## src/rtl/mem_port_arbiter.sv

```systemverilog
// Round-robin arbiter sharing one fixed-latency memory port between two masters.
// Optional per-master lock (atomic RMW) enabled by defining MEM_PORT_ARB_LOCK_EN.
module mem_port_arbiter #(
  parameter int unsigned AW      = 12,
  parameter int unsigned DW      = 32,
  parameter int unsigned MEM_LAT = 1
) (
  input  logic          clk_in,
  input  logic          reset,
  input  logic          m0_req,
  input  logic          m0_rw,
  input  logic [AW-1:0] m0_addr,
  input  logic [DW-1:0] m0_wdata,
  output logic          m0_gnt,
  output logic          m0_ack,
  output logic [DW-1:0] m0_rdata,
  input  logic          m1_req,
  input  logic          m1_rw,
  input  logic [AW-1:0] m1_addr,
  input  logic [DW-1:0] m1_wdata,
  output logic          m1_gnt,
  output logic          m1_ack,
  output logic [DW-1:0] m1_rdata,
`ifdef MEM_PORT_ARB_LOCK_EN
  input  logic          m0_lock,
  input  logic          m1_lock,
`endif
  output logic          mem_en,
  output logic          read_write,
  output logic [AW-1:0] address,
  output logic [DW-1:0] data_out,
  input  logic [DW-1:0] data_in,
  output logic          busy,
  output logic          last_grant
);

  localparam int unsigned CW = 4;

  localparam logic [1:0] IDLE  = 2'd0;
  localparam logic [1:0] ISSUE = 2'd1;
  localparam logic [1:0] WAIT  = 2'd2;
  localparam logic [1:0] ACK   = 2'd3;

  logic [1:0]    state, state_nxt;
  logic [CW-1:0] cnt, cnt_nxt;
  logic          pick;
  logic          m0_gnt_nxt, m0_ack_nxt, m1_gnt_nxt, m1_ack_nxt;
  logic [DW-1:0] m0_rdata_nxt, m1_rdata_nxt;
  logic          mem_en_nxt, read_write_nxt, busy_nxt, last_grant_nxt;
  logic [AW-1:0] address_nxt;
  logic [DW-1:0] data_out_nxt;
`ifdef MEM_PORT_ARB_LOCK_EN
  logic          lock_hold, lock_hold_nxt;
`endif

  // Winner of an IDLE arbitration; last_grant doubles as the in-flight owner.
  always_comb begin
    pick = m1_req & ~(m0_req & last_grant);
`ifdef MEM_PORT_ARB_LOCK_EN
    if (lock_hold && (last_grant ? m1_req : m0_req)) pick = last_grant;
`endif
  end

  // Next state and next registered outputs.
  always_comb begin
    state_nxt      = state;
    cnt_nxt        = cnt;
    m0_gnt_nxt     = m0_gnt;
    m1_gnt_nxt     = m1_gnt;
    m0_ack_nxt     = 1'b0;
    m1_ack_nxt     = 1'b0;
    m0_rdata_nxt   = m0_rdata;
    m1_rdata_nxt   = m1_rdata;
    mem_en_nxt     = 1'b0;
    read_write_nxt = read_write;
    address_nxt    = address;
    data_out_nxt   = data_out;
    busy_nxt       = busy;
    last_grant_nxt = last_grant;
`ifdef MEM_PORT_ARB_LOCK_EN
    lock_hold_nxt  = lock_hold;
`endif
    case (state)
      IDLE: begin
`ifdef MEM_PORT_ARB_LOCK_EN
        // A lock survives only into the arbitration right after its ACK.
        lock_hold_nxt = 1'b0;
`endif
        if (m0_req || m1_req) begin
          state_nxt      = ISSUE;
          last_grant_nxt = pick;
          read_write_nxt = pick ? m1_rw    : m0_rw;
          address_nxt    = pick ? m1_addr  : m0_addr;
          data_out_nxt   = pick ? m1_wdata : m0_wdata;
          m0_gnt_nxt     = ~pick;
          m1_gnt_nxt     = pick;
          mem_en_nxt     = 1'b1;
          busy_nxt       = 1'b1;
        end
      end
      ISSUE: begin
        cnt_nxt   = CW'(MEM_LAT - 1);
        state_nxt = WAIT;
      end
      WAIT: begin
        if (cnt == '0) begin
          state_nxt = ACK;
          if (!read_write) begin
            if (last_grant) m1_rdata_nxt = data_in;
            else            m0_rdata_nxt = data_in;
          end
          m0_ack_nxt = ~last_grant;
          m1_ack_nxt = last_grant;
        end else begin
          cnt_nxt = cnt - CW'(1);
        end
      end
      ACK: begin
        state_nxt  = IDLE;
        m0_gnt_nxt = 1'b0;
        m1_gnt_nxt = 1'b0;
        busy_nxt   = 1'b0;
`ifdef MEM_PORT_ARB_LOCK_EN
        lock_hold_nxt = last_grant ? m1_lock : m0_lock;
`endif
      end
      default: state_nxt = IDLE;
    endcase
  end

  always_ff @(posedge clk_in or posedge reset) begin
    if (reset) begin
      state      <= IDLE;
      cnt        <= '0;
      m0_gnt     <= 1'b0;
      m1_gnt     <= 1'b0;
      m0_ack     <= 1'b0;
      m1_ack     <= 1'b0;
      m0_rdata   <= '0;
      m1_rdata   <= '0;
      mem_en     <= 1'b0;
      read_write <= 1'b0;
      address    <= '0;
      data_out   <= '0;
      busy       <= 1'b0;
      last_grant <= 1'b1;
`ifdef MEM_PORT_ARB_LOCK_EN
      lock_hold  <= 1'b0;
`endif
    end else begin
      state      <= state_nxt;
      cnt        <= cnt_nxt;
      m0_gnt     <= m0_gnt_nxt;
      m1_gnt     <= m1_gnt_nxt;
      m0_ack     <= m0_ack_nxt;
      m1_ack     <= m1_ack_nxt;
      m0_rdata   <= m0_rdata_nxt;
      m1_rdata   <= m1_rdata_nxt;
      mem_en     <= mem_en_nxt;
      read_write <= read_write_nxt;
      address    <= address_nxt;
      data_out   <= data_out_nxt;
      busy       <= busy_nxt;
      last_grant <= last_grant_nxt;
`ifdef MEM_PORT_ARB_LOCK_EN
      lock_hold  <= lock_hold_nxt;
`endif
    end
  end

endmodule

```

## config.mk

```make
export PLATFORM = sky130hd
export DESIGN_NAME = mem_port_arbiter
export DESIGN_NICKNAME = d
export VERILOG_FILES = /design/src/rtl/mem_port_arbiter.sv
export SDC_FILE = /design/constraint.sdc
export NUM_CORES = 1
export LEC_CHECK = 0
export CAP_MARGIN = 20
export CORE_MARGIN = 3
export CORE_UTILIZATION = 30
export DETAILED_ROUTE_END_ITERATION = 8
export GPL_TIMING_DRIVEN = 0
export PLACE_DENSITY = 0.7
export SLEW_MARGIN = 10
export SYNTH_ARGS = -nofsm -noshare
export SYNTH_HDL_FRONTEND = slang
export SYNTH_SLANG_ARGS = --single-unit
```

## constraint.sdc

```tcl
create_clock -name clk_in -period 5.1 [get_ports clk_in]
set_input_delay 1.02 -clock clk_in [delete_from_list [all_inputs] [get_ports clk_in]]
set_output_delay 1.02 -clock clk_in [all_outputs]
set_load 0.1 [all_outputs]
```

==> flow_summary.json <==
{
  "status": "finished, final reports clean",
  "area_growth_pct": 62.76,
  "drv_cap": 0,
  "grtUsageTotal": 0.1599,
  "htree_levels": 4,
  "root_buffer": "clkbuf_16",
  "synth_cell_types": 34,
  "reg2reg_from": "state[0]$_DFFE_PP0P_",
  "path_max_fanout": 2,
  "synth-simple-area-share": 0.1248,
  "muxShareOfSynthArea": 0.1697,
  "slew_headroom": 0.3019,
  "crit_family": "buffers and inverters",
  "setup_viol": 0,
  "seq_area_um2": 3054,
  "rsz0062_at_grt": "false",
  "slew_viol_final": 0,
  "drc": 0,
  "hold_viol": 0,
  "synth_ff_type": "dfrtp_1",
  "final_layout_size_suffix_gt1_frac": 0.1583,
  "die-area_um2": 19000,
  "r2r_cells": 7,
  "post_cts_buffers": 0,
  "synth_cells": 446,
  "synth_top_family_by_area": "multiplexers",
  "path_clk_slew_ns": 0.06,
  "antenna_found_initial": 0,
  "io_buffers": 241,
  "overflow": 0,
  "async_flop_share": 1.000,
  "grt_first_pass_wirelength_um": 23030,
  "timing.critical_path.buf_inv": 1,
  "rows": 47,
  "grt_start_max_net_pins": 64,
  "drtAntennaViolNets": 0,
  "dieHeight_um": 137.8,
  "timing.final.crit_share": 0.6154,
  "min_path_type": "reg -> reg",
  "hold-path-cell-count": 1,
  "wirelength_um": 15620,
  "gp_congestion": 0.7678,
  "via_per_inst": 4.637,
  "synth_area_per_cell_um2": 11.69,
  "synth-compound-area-share": 0.06863,
  "critical-path-max-stage-delay_ns": 1.18,
  "yosysSeqAreaShare": 0.5858,
  "final_core_util": 0.5045,
  "grt_pass1_vias": 4320,
  "cts_made_buffers": 17,
  "synthesis.area_um2": 5214,
  "ys_seq_elements": 122,
  "yosys_warnings": 0,
  "clock_latency_ns": 0.41,
  "r2r_slack_ns": 2.95,
  "multi_input_area_um2": 1968,
  "design.core.area_um2": 16820,
  "synthXorXnorAreaFrac": 0,
  "vias": 4359,
  "antenna_cells": 0,
  "post_synth_fa_ha_maj_area_fraction": 0.01440,
  "cts_tree": "built",
  "crit_arrival_ns": 2.12,
  "synth-edff-count": 0,
  "max_freq_mhz": 318.6,
  "cts_resized": 0,
  "clock_path_buffers": 2,
  "cts_hold_buf": 0,
  "cp_cell_sequence": "clkdlybuf4s50_1",
  "whs_endpoint": "m1_rdata[16]$_DFFE_PP0P_",
  "synth_nets": 578,
  "critical_path_class": "reg -> out",
  "end_kind": "output port",
  "start_util": 0.3100,
  "n_fill_cell": 1551,
  "finalClockSkew_ns": 0.007058,
  "dieWidth_um": 137.8,
  "period_minus_slack_ns": 3.138,
  "dp_hpwl_um": 11760,
  "dr.pass1.iters": 4,
  "tightest_slew_ns": 1.044,
  "io_pins": 242,
  "cpMaxStageDelayCell": "clkdlybuf4s50_1",
  "worst_setup_path_start_kind": "flop",
  "nNetsFinal": 839,
  "initialDrtViolationCount": 146,
  "cts.sinks": 122,
  "crit_required_ns": 4.08,
  "timing.rr.end": "m1_rdata[6]$_DFFE_PP0P_",
  "worstHoldStart": "m1_rdata[16]$_DFFE_PP0P_",
  "avgRoutedWirePerCell_um": 16.62
}
synthesized netlist by cell type, types with 2 or more instances:
library cell / instances / share of area
nor2_1: 47 / 0.034
mux2i_1: 4 / 0.0077
nand2_1: 99 / 0.071
inv_1: 5 / 0.0036
o21ai_0: 3 / 0.0029
ha_1: 6 / 0.014
buf_12: 3 / 0.012
mux2_2: 35 / 0.076
buf_1: 7 / 0.0050
mux2_4: 30 / 0.086
dfrtp_1: 121 / 0.58
a21oi_1: 2 / 0.0019
buf_2: 6 / 0.0058
nand3_1: 2 / 0.0019
nand2b_1: 2 / 0.0024
clkbuf_1: 10 / 0.0072
a31oi_1: 47 / 0.056
registers in the layout (all words and copies together) (netlist names):
name        flops
m0_ack          1
m1_gnt          1
cnt             4
busy            1
m1_rdata       32
m1_ack          1
read_write      1
address        12
m0_gnt          1
m0_rdata       32
state           2
data_out       32
mem_en          1
last_grant      1
final cells by class:
cell class / count / area share
clock inverter: 14 / 0.01445
multi-input combinational: 291 / 0.2319
inverter: 5 / 0.002802
sequential: 122 / 0.3599
clock buffer: 18 / 0.05058
timing repair buffer: 242 / 0.2875
tap: 220 / 0.03244
buffer: 28 / 0.02035
per-stage QoR:
stage                     hold slack, ns  setup slack, ns  cell area, um2  setup TNS (ns)  instances
after floorplan                   0.4682           0.8391            5214               0        446
after global placement            0.4866           -1.183            7901         -141.74        907
after detailed placement          0.4908            2.110            7934               0        908
after CTS                         0.5047            1.923            8486               0        940
after global routing              0.5169            1.902            8486               0        940
final                             0.5021            1.962            8486               0        940
cell usage in the layout (no fill, tap or decap), drive strengths merged, types with 6 or more instances in the layout:
cell type / count
ha: 6
dfrtp: 121
clkinv: 8
clkdlybuf4s50: 241
nand2: 99
clkbuf: 28
nor2: 47
mux2: 65
buf: 19
inv: 8
a31oi: 47
logic make-up after synthesis:
group | after synthesis
AND/OR/NAND/NOR | 160
flip-flops | 122
multiplexers | 69
AO/OA/AOI/OAI | 56
buffers and inverters | 33
adder cells (fa/ha/maj) | 6
metal layers:
| metal | vias up | GRT usage | part of all wire |
|---|---|---|---|
| met3 | 19 | 0.09240 | 0.14 |
| met5 | - | 0 | 0 |
| met1 | 2055 | 0.1681 | 0.38 |
| li1 | 2059 | - | - |
| met4 | 0 | 0.06202 | 0.022 |
| met2 | 226 | 0.2644 | 0.46 |
how the worst max path moves through the flow:
stage                                       from                        to  depth (start not counted)
after floorplan                            reset    address[0]$_DFFE_PP0P_                          1
after global placement                     reset  data_out[28]$_DFFE_PP0P_                          2
after detailed placement                  m1_req  data_out[14]$_DFFE_PP0P_                          5
after CTS                 last_grant$_DFFE_PP1P_                last_grant                          1
after global routing      last_grant$_DFFE_PP1P_                last_grant                          1
final                     last_grant$_DFFE_PP1P_                last_grant                          1
Power is left out: the tool's default activity adds up to more than one toggle a clock period on the data nets, which glitch-free logic cannot reach.
